<file path="src/rtl/fv_core_pkg.sv">
// fv_core_pkg: shared FSM state and requester-ID types for the data-memory arbiter.
package fv_core_pkg;
    typedef enum logic {IDLE = 1'b0, WAIT = 1'b1} state_t;
    typedef logic req_id_t;
endpackage

</file>
<file path="src/rtl/fv_rr_arb2.sv">
// fv_rr_arb2: 2-way round-robin grant; the pointer favours one requester and flips to the loser on every grant.
module fv_rr_arb2
    import fv_core_pkg::*;
(
    input  logic       clk,
    input  logic       reset,
    input  logic       en,
    input  logic [1:0] req,
    output logic [1:0] gnt,
    output req_id_t    gnt_id
);
    logic ptr;
    always_comb begin
        gnt_id = req_id_t'(req[1] && (!req[0] || ptr));
        gnt    = en ? (gnt_id ? {req[1], 1'b0} : {1'b0, req[0]}) : 2'b00;
    end
    always_ff @(posedge clk or posedge reset)
        if (reset) ptr <= 1'b0;
        else if (|gnt) ptr <= ~gnt_id;
endmodule

</file>
<file path="src/rtl/fv_dmem_arbiter.sv">
// fv_dmem_arbiter: arbitrates two load/store streams onto one data-memory port, one access in flight.
// Define FV_DMEM_SPLIT_EN to give each stream its own half of the memory.
module fv_dmem_arbiter
    import fv_core_pkg::*;
#(
    parameter int ADDR_WIDTH = 32,
    parameter int DATA_WIDTH = 32,
    parameter int DMEM_SIZE  = 1024
)
(
    input  logic                  clk,
    input  logic                  reset,
    input  logic                  req0_valid,
    output logic                  req0_ready,
    input  logic                  req0_we,
    input  logic [ADDR_WIDTH-1:0] req0_addr,
    input  logic [DATA_WIDTH-1:0] req0_wdata,
    input  logic                  req1_valid,
    output logic                  req1_ready,
    input  logic                  req1_we,
    input  logic [ADDR_WIDTH-1:0] req1_addr,
    input  logic [DATA_WIDTH-1:0] req1_wdata,
    output logic                  resp0_valid,
    output logic [DATA_WIDTH-1:0] resp0_rdata,
    output logic                  resp0_err,
    output logic                  resp1_valid,
    output logic [DATA_WIDTH-1:0] resp1_rdata,
    output logic                  resp1_err,
    output logic                  mem_req,
    output logic                  mem_we,
    output logic [ADDR_WIDTH-1:0] mem_addr,
    output logic [DATA_WIDTH-1:0] mem_wdata,
    input  logic                  mem_rvalid,
    input  logic [DATA_WIDTH-1:0] mem_rdata
);
`ifdef FV_DMEM_SPLIT_EN
    localparam logic [ADDR_WIDTH-1:0] LIMIT  = ADDR_WIDTH'(DMEM_SIZE / 2);
    localparam logic [ADDR_WIDTH-1:0] OFFSET = ADDR_WIDTH'(DMEM_SIZE / 2);
`else
    localparam logic [ADDR_WIDTH-1:0] LIMIT  = ADDR_WIDTH'(DMEM_SIZE);
    localparam logic [ADDR_WIDTH-1:0] OFFSET = '0;
`endif

    state_t                state, next_state;
    logic [1:0]            gnt;
    req_id_t               gid, owner;
    logic                  accept, oor, hit, done, sel_we;
    logic [ADDR_WIDTH-1:0] sel_addr;
    logic [DATA_WIDTH-1:0] sel_wdata;

    // Ready is combinational, so it is masked by reset to keep all outputs low during reset.
    fv_rr_arb2 u_arb (
        .clk    (clk),
        .reset  (reset),
        .en     (state == IDLE && !reset),
        .req    ({req1_valid, req0_valid}),
        .gnt    (gnt),
        .gnt_id (gid)
    );

    assign req0_ready = gnt[0];
    assign req1_ready = gnt[1];

    always_comb begin
        sel_addr   = gid ? req1_addr : req0_addr;
        sel_we     = gid ? req1_we : req0_we;
        sel_wdata  = gid ? req1_wdata : req0_wdata;
        accept     = |gnt;
        oor        = sel_addr >= LIMIT;
        hit        = accept && !oor;
        done       = state == WAIT && mem_rvalid;
        next_state = state;
        if (hit) next_state = WAIT;
        else if (done) next_state = IDLE;
    end

    always_ff @(posedge clk or posedge reset)
        if (reset) state <= IDLE;
        else state <= next_state;

    always_ff @(posedge clk or posedge reset) begin
        if (reset) begin
            mem_req     <= 1'b0;
            mem_we      <= 1'b0;
            mem_addr    <= '0;
            mem_wdata   <= '0;
            owner       <= 1'b0;
            resp0_valid <= 1'b0;
            resp0_err   <= 1'b0;
            resp0_rdata <= '0;
            resp1_valid <= 1'b0;
            resp1_err   <= 1'b0;
            resp1_rdata <= '0;
        end else begin
            mem_req     <= hit;
            mem_we      <= hit && sel_we;
            mem_addr    <= hit ? sel_addr + (gid ? OFFSET : ADDR_WIDTH'(0)) : '0;
            mem_wdata   <= hit ? sel_wdata : '0;
            if (accept) owner <= gid;
            resp0_valid <= (done && !owner) || (accept && oor && !gid);
            resp1_valid <= (done && owner) || (accept && oor && gid);
            resp0_err   <= accept && oor && !gid;
            resp1_err   <= accept && oor && gid;
            resp0_rdata <= (done && !owner) ? mem_rdata : '0;
            resp1_rdata <= (done && owner) ? mem_rdata : '0;
        end
    end
endmodule

</file>
<file path="config.mk">
export PLATFORM = sky130hd
export DESIGN_NAME = fv_dmem_arbiter
export DESIGN_NICKNAME = d
export VERILOG_FILES = /design/src/rtl/fv_core_pkg.sv /design/src/rtl/fv_rr_arb2.sv /design/src/rtl/fv_dmem_arbiter.sv
export SDC_FILE = /design/constraint.sdc
export NUM_CORES = 1
export LEC_CHECK = 0
export CORE_AREA = 2 2 119 121
export CTS_CLUSTER_SIZE = 28
export DETAILED_ROUTE_END_ITERATION = 10
export DIE_AREA = 0 0 121 123
export GPL_ROUTABILITY_DRIVEN = 0
export GPL_TIMING_DRIVEN = 0
export HOLD_SLACK_MARGIN = 0.08
export PLACE_DENSITY = 0.77
export SYNTH_ARGS = -nofsm -noshare
export SYNTH_HDL_FRONTEND = slang
export SYNTH_SLANG_ARGS = --single-unit
</file>
<file path="constraint.sdc">
create_clock -name clk -period 4.97 [get_ports clk]
set_clock_uncertainty 0.05 [all_clocks]
set_input_delay 0.7455 -clock clk [delete_from_list [all_inputs] [get_ports clk]]
set_output_delay 0.7455 -clock clk [all_outputs]
set_load 0.01 [all_outputs]
</file>
; ---- Yosys cells after proc, flatten, opt, wreduce, memory -nomap -nowiden
; Index checks and enable logic that the tools add are counted.
[totals]
register_bits = 137
word_cells = 47
input_bits = 167
out_inout_bits = 136
[classes]
n_reduce_logical = 20
bitwise = 2
muxes = 11
order_cmp = 1
[ops]
columns = operator, count
row1 = $mux W32, 6
row2 = $ge A32 B11 Y1 const B, 1
row3 = $logic_and A1 B1 Y1, 10
row4 = $logic_not A1 Y1, 5
row5 = $mux W2, 2
row6 = $logic_or A1 B1 Y1, 3
row7 = $mux W1, 3
row8 = $not A1 Y1, 2
row9 = $reduce_bool A2 Y1, 1
row10 = $reduce_or A2 Y1, 1

; ---- Longest topological paths before layout
[logic_depth]
depth_word = 9
ltp_mapped = 6
ltp_nobuf = 4

; ---- By module
; A second synthesis with hierarchy kept.
[hier_totals]
cells_unflattened = 358
area_unflattened_um2 = 5148.7
[by_module_without_submodules]
columns = module, area_per_inst_um2, instances, seq_area_each_um2, cells_per_inst
row1 = fv_dmem_arbiter, 5081.1, 1, 3403.3, 349
row2 = fv_rr_arb2, 67.6, 1, 25.0, 9

; ---- Worst setup path after synthesis
; No wires, ideal clock.
[synth_timing]
path_type = in2reg
from = input req1_addr[28]
to = register mem_wdata[21]
path_buffers = 1
stages = 5
t_required_ns = 4.842
setup_ns = 0.078
t_arrival_ns = 2.097
slack_ns = 2.745
path_cell_list = or4_1 -> nor3_4 -> clkbuf_1 -> nand3_1 -> a21oi_1
[synth_between]
elab_chain_len = 5
[synth_lines]
columns = item, line
row1 = start: declaration, fv_dmem_arbiter.sv:21  ; input logic [ADDR_WIDTH-1:0] req1_addr,
row2 = $mux W32, fv_dmem_arbiter.sv:65  ; sel_addr = gid ? req1_addr : req0_addr;
row3 = $ge A32 B11 Y1, fv_dmem_arbiter.sv:69  ; oor = sel_addr >= LIMIT;
row4 = $logic_not A1 Y1, fv_dmem_arbiter.sv:70  ; hit = accept && !oor;
row5 = $logic_and A1 B1 Y1, fv_dmem_arbiter.sv:70
row6 = $mux W32, fv_dmem_arbiter.sv:98  ; mem_wdata <= hit ? sel_wdata : '0;
row7 = end signal: assignment, fv_dmem_arbiter.sv:98
row8 = end: declaration, fv_dmem_arbiter.sv:32  ; output logic [DATA_WIDTH-1:0] mem_wdata,
; No other way between the ends.
; A chain may end at the register's enable or synchronous reset.

; ---- Worst setup path after layout
[layout_timing]
from = input req0_valid
to = output req1_ready
[layout_between]
elab_chain_len = 5
[layout_lines]
columns = item, line
row1 = start: declaration, fv_dmem_arbiter.sv:13  ; input logic req0_valid,
row2 = $logic_not A1 Y1, fv_rr_arb2.sv:14  ; gnt_id = req_id_t'(req[1] && (!req[0] || ptr));
row3 = $logic_or A1 B1 Y1, fv_rr_arb2.sv:14
row4 = $logic_and A1 B1 Y1, fv_rr_arb2.sv:14
row5 = $mux W2 (2 in series), fv_rr_arb2.sv:15  ; gnt = en ? (gnt_id ? {req[1], 1'b0} : {1'b0, req[0]}) : 2'b00;
row6 = end: declaration, fv_dmem_arbiter.sv:19  ; output logic req1_ready,
; No other way between the ends.

==> impl_results.md <==
* WP data required at approximately 4200 ps
* CTS H-tree lvls at 4
* Total number of yosys warnings at 0
* Fin cells at 944
* Fmax at 304 MHz
* Hold Worst Slack at 456 ps
* Worst Path Max Fanout at 5
* Tcrit/Tclk final at roughly two thirds
* Initial antenna violation count at 1
* Routed Antenna Nets at 0
* Top-area cell type share of the netlist area at 69.7%
* Row count at 43
* Part of the Yosys area used for sequential elements at 69.7%
* DP HPWL at 11,900 um
* First-pass GRT wire length at 23,600 um
* Total number of vias at 4,402
* Logic pwr share at approximately 8%
* Sw power at 0.000542 W
* Clock buffer count from CTS at 17
* Main synth FF type: dfrtp_1
* Reg clk slew, reported paths at 50 ps
* Clock power share at 48.5%
* Worst skew pair latency at between 400 and 500 ps
* Top cells by area, synth: dfrtp_1, nand3_1, and2_1, a21oi_1, clkbuf_1
* Hold buffer count at CTS at 0
* Post-synth top cells: dfrtp_1, nand3_1, and2_1
* Setup bufs post-CTS at 0
* Nets@finish at 917
* Die width at roughly 120 um
* Port bufs at a little over 300
* Area Overhead vs Synth at 80.8%
* Grt ovf at 0
* CTS root buf: clkbuf_16
* Vias in the first global route at 4,516
* Mapped Avg Cell Area at approximately 12 sq um
* Mapped Area at 4920 sq um
* Final Power at 0.00262 W
* Worst hold stages at 1
* R2R Setup Slk at approximately 2800 ps
* Yosys cell types at 30
* Post-synth top area cell: dfrtp_1
* Worst Path Arrival at between 2000 and 2500 ps
* Fraction of layout cells with a size suffix above 1 at 5.90%
* Via-to-Cell Ratio at 4.66
* HP Class: flip-flop to flip-flop
* Routed len/inst at approximately 16 um
* Drt first pass iters at 5
* Unrepaired setup endpoints after global routing: false
* Leakage at 3.72 nW
* 1st-iter DRT viols at 260
* Pwr per Cell Area at about 300 nW/um^2
* Flop pwr share at 43.3%
* Hold EP: u_arb.ptr
* Worst reg2reg path depth at 6
* Inst Count DP at 911
* Int Pwr at 0.00208 W
* DRC at 0
* Register bit count reported by yosys at 137
* Die Footprint at 14,900 sq um
* Finished Core Util at 65.3%
* HP Start: u_arb.ptr
* Max cap viols at 0
* CTS tree: built
* CP Launch Type: primary input
* GRT Util Overall at 21.2%
* Net Sw Frac at 20.7%
* Post-synth ARST share at 100%
* Crit Path Category: primary input to output port
* Post-Syn Instances at a little over 400
* Worst-Margin Slew at 618 ps
* Count leader, synth: dfrtp_1
* Worst R2R End: mem_wdata[20]
* Bufs on Longest Clock Path at 2
* CP endpoint kind: output port
* I/O pin total at ~300
* Initial core utilization at approximately 36%
* Fin. Hold Viols at 0
* Chip height at roughly 120 um
* Cells resized by post-CTS repair at 0
* Crit Reg-Reg Startpoint: u_arb.ptr
* Status: finished, final reports clean
* Max VDD drop at approximately 0.19 mV
* Fin. max-slew vios at 0
* Clock net sink count at 137
* Total Wirelength at between 15,000 and 20,000 um
* Period minus WS final at 3290 ps
* Relative slew slack at 58.6%
* # setup viols final at 0
* Largest net degree at the start of global routing at 100
* Filler cells at between 1,000 and 1,500
* Core ar. at 13,600 sq um
* Number of synthesized flops with an enable pin at 0
layout by cell type (no fill, tap or decap), types with 7 or more instances in the layout:
| cell | instances |
|---|---|
| or4_1 | 7 |
| dfrtp_1 | 137 |
| and2_1 | 65 |
| nand3_1 | 89 |
| conb_1 | 22 |
| clkbuf_16 | 17 |
| a21oi_1 | 44 |
| clkbuf_1 | 21 |
| clkdlybuf4s50_1 | 302 |
| buf_2 | 7 |
per-stage QoR:
step	setup slack [ps]	TNS (ps)	instance area [sq um]
after floorplan	507	0	4990
after global placement	-1110	-151550	8240
after detailed placement	1600	0	8280
after CTS	1650	0	8890
after global routing	1570	0	8890
final	1680	0	8890
power groups by stage:
| stage | Combinational (W) | Sequential, W | Clock (W) |
|---|---|---|---|
| floorplan | 0.0000345 | 0.00116 | 0 |
| global placement | 0.000211 | 0.00115 | 0 |
| detailed placement | 0.000216 | 0.00115 | 0 |
| CTS | 0.000218 | 0.00114 | 0.00130 |
| global route | 0.000233 | 0.00114 | 0.00135 |
| finish | 0.000215 | 0.00114 | 0.00127 |
final cells by class:
cell class                 count  area, sq um  share of cell area [%]
timing repair buffer         303         3050                    34.3
inverter                       3         16.3                   0.183
buffer                        27          110                    1.24
sequential                   137         3430                    38.6
multi-input combinational    261         1450                    16.3
antenna                        1         2.50                  0.0282
clock buffer                  19          443                    4.98
clock inverter                13          168                    1.89
tap                          180          225                    2.53
per-layer routing:
metal	track usage [%]	vias up	share of wire, %
met4	9.74	0	3.0
met5	0	-	0
met1	23.7	2056	37
li1	-	2058	-
met3	7.52	29	9.7
met2	36.3	259	51
registers in the layout (all words and copies together) (netlist names):
register     count
mem_we           1
resp1_err        1
state            1
resp0_err        1
mem_req          1
mem_wdata       32
resp0_rdata     32
resp1_valid      1
owner            1
resp1_rdata     32
mem_addr        32
resp0_valid      1
u_arb.ptr        1
logic make-up (layout without fill, tap and decap cells):
family	count (synthesis)	in the layout	share of synthesized area (%)
AO/OA/AOI/OAI	53	53	6.08
buffers and inverters	30	365	2.47
flip-flops	137	137	69.7
other	1	23	0.0763
AND/OR/NAND/NOR	186	186	21.6
critical path, cell delays in order:
cell,delay (ps)
clkdlybuf4s50_1,470
nand2b_1,260
and2_1,270
nand2_1,120
inv_1,80
clkdlybuf4s50_1,550
worst max-delay path by stage:
stage                  start              to  depth (start not counted)
2_1_floorplan          reset     mem_addr[0]                          1
3_3_place_gp           reset  resp0_rdata[3]                          2
3_5_place_dp   req1_addr[31]   mem_wdata[25]                          7
4_1_cts           req0_valid      req1_ready                          6
5_1_grt           req0_valid      req1_ready                          6
6_report          req0_valid      req1_ready                          6
(Power assumes the default switching activity.)
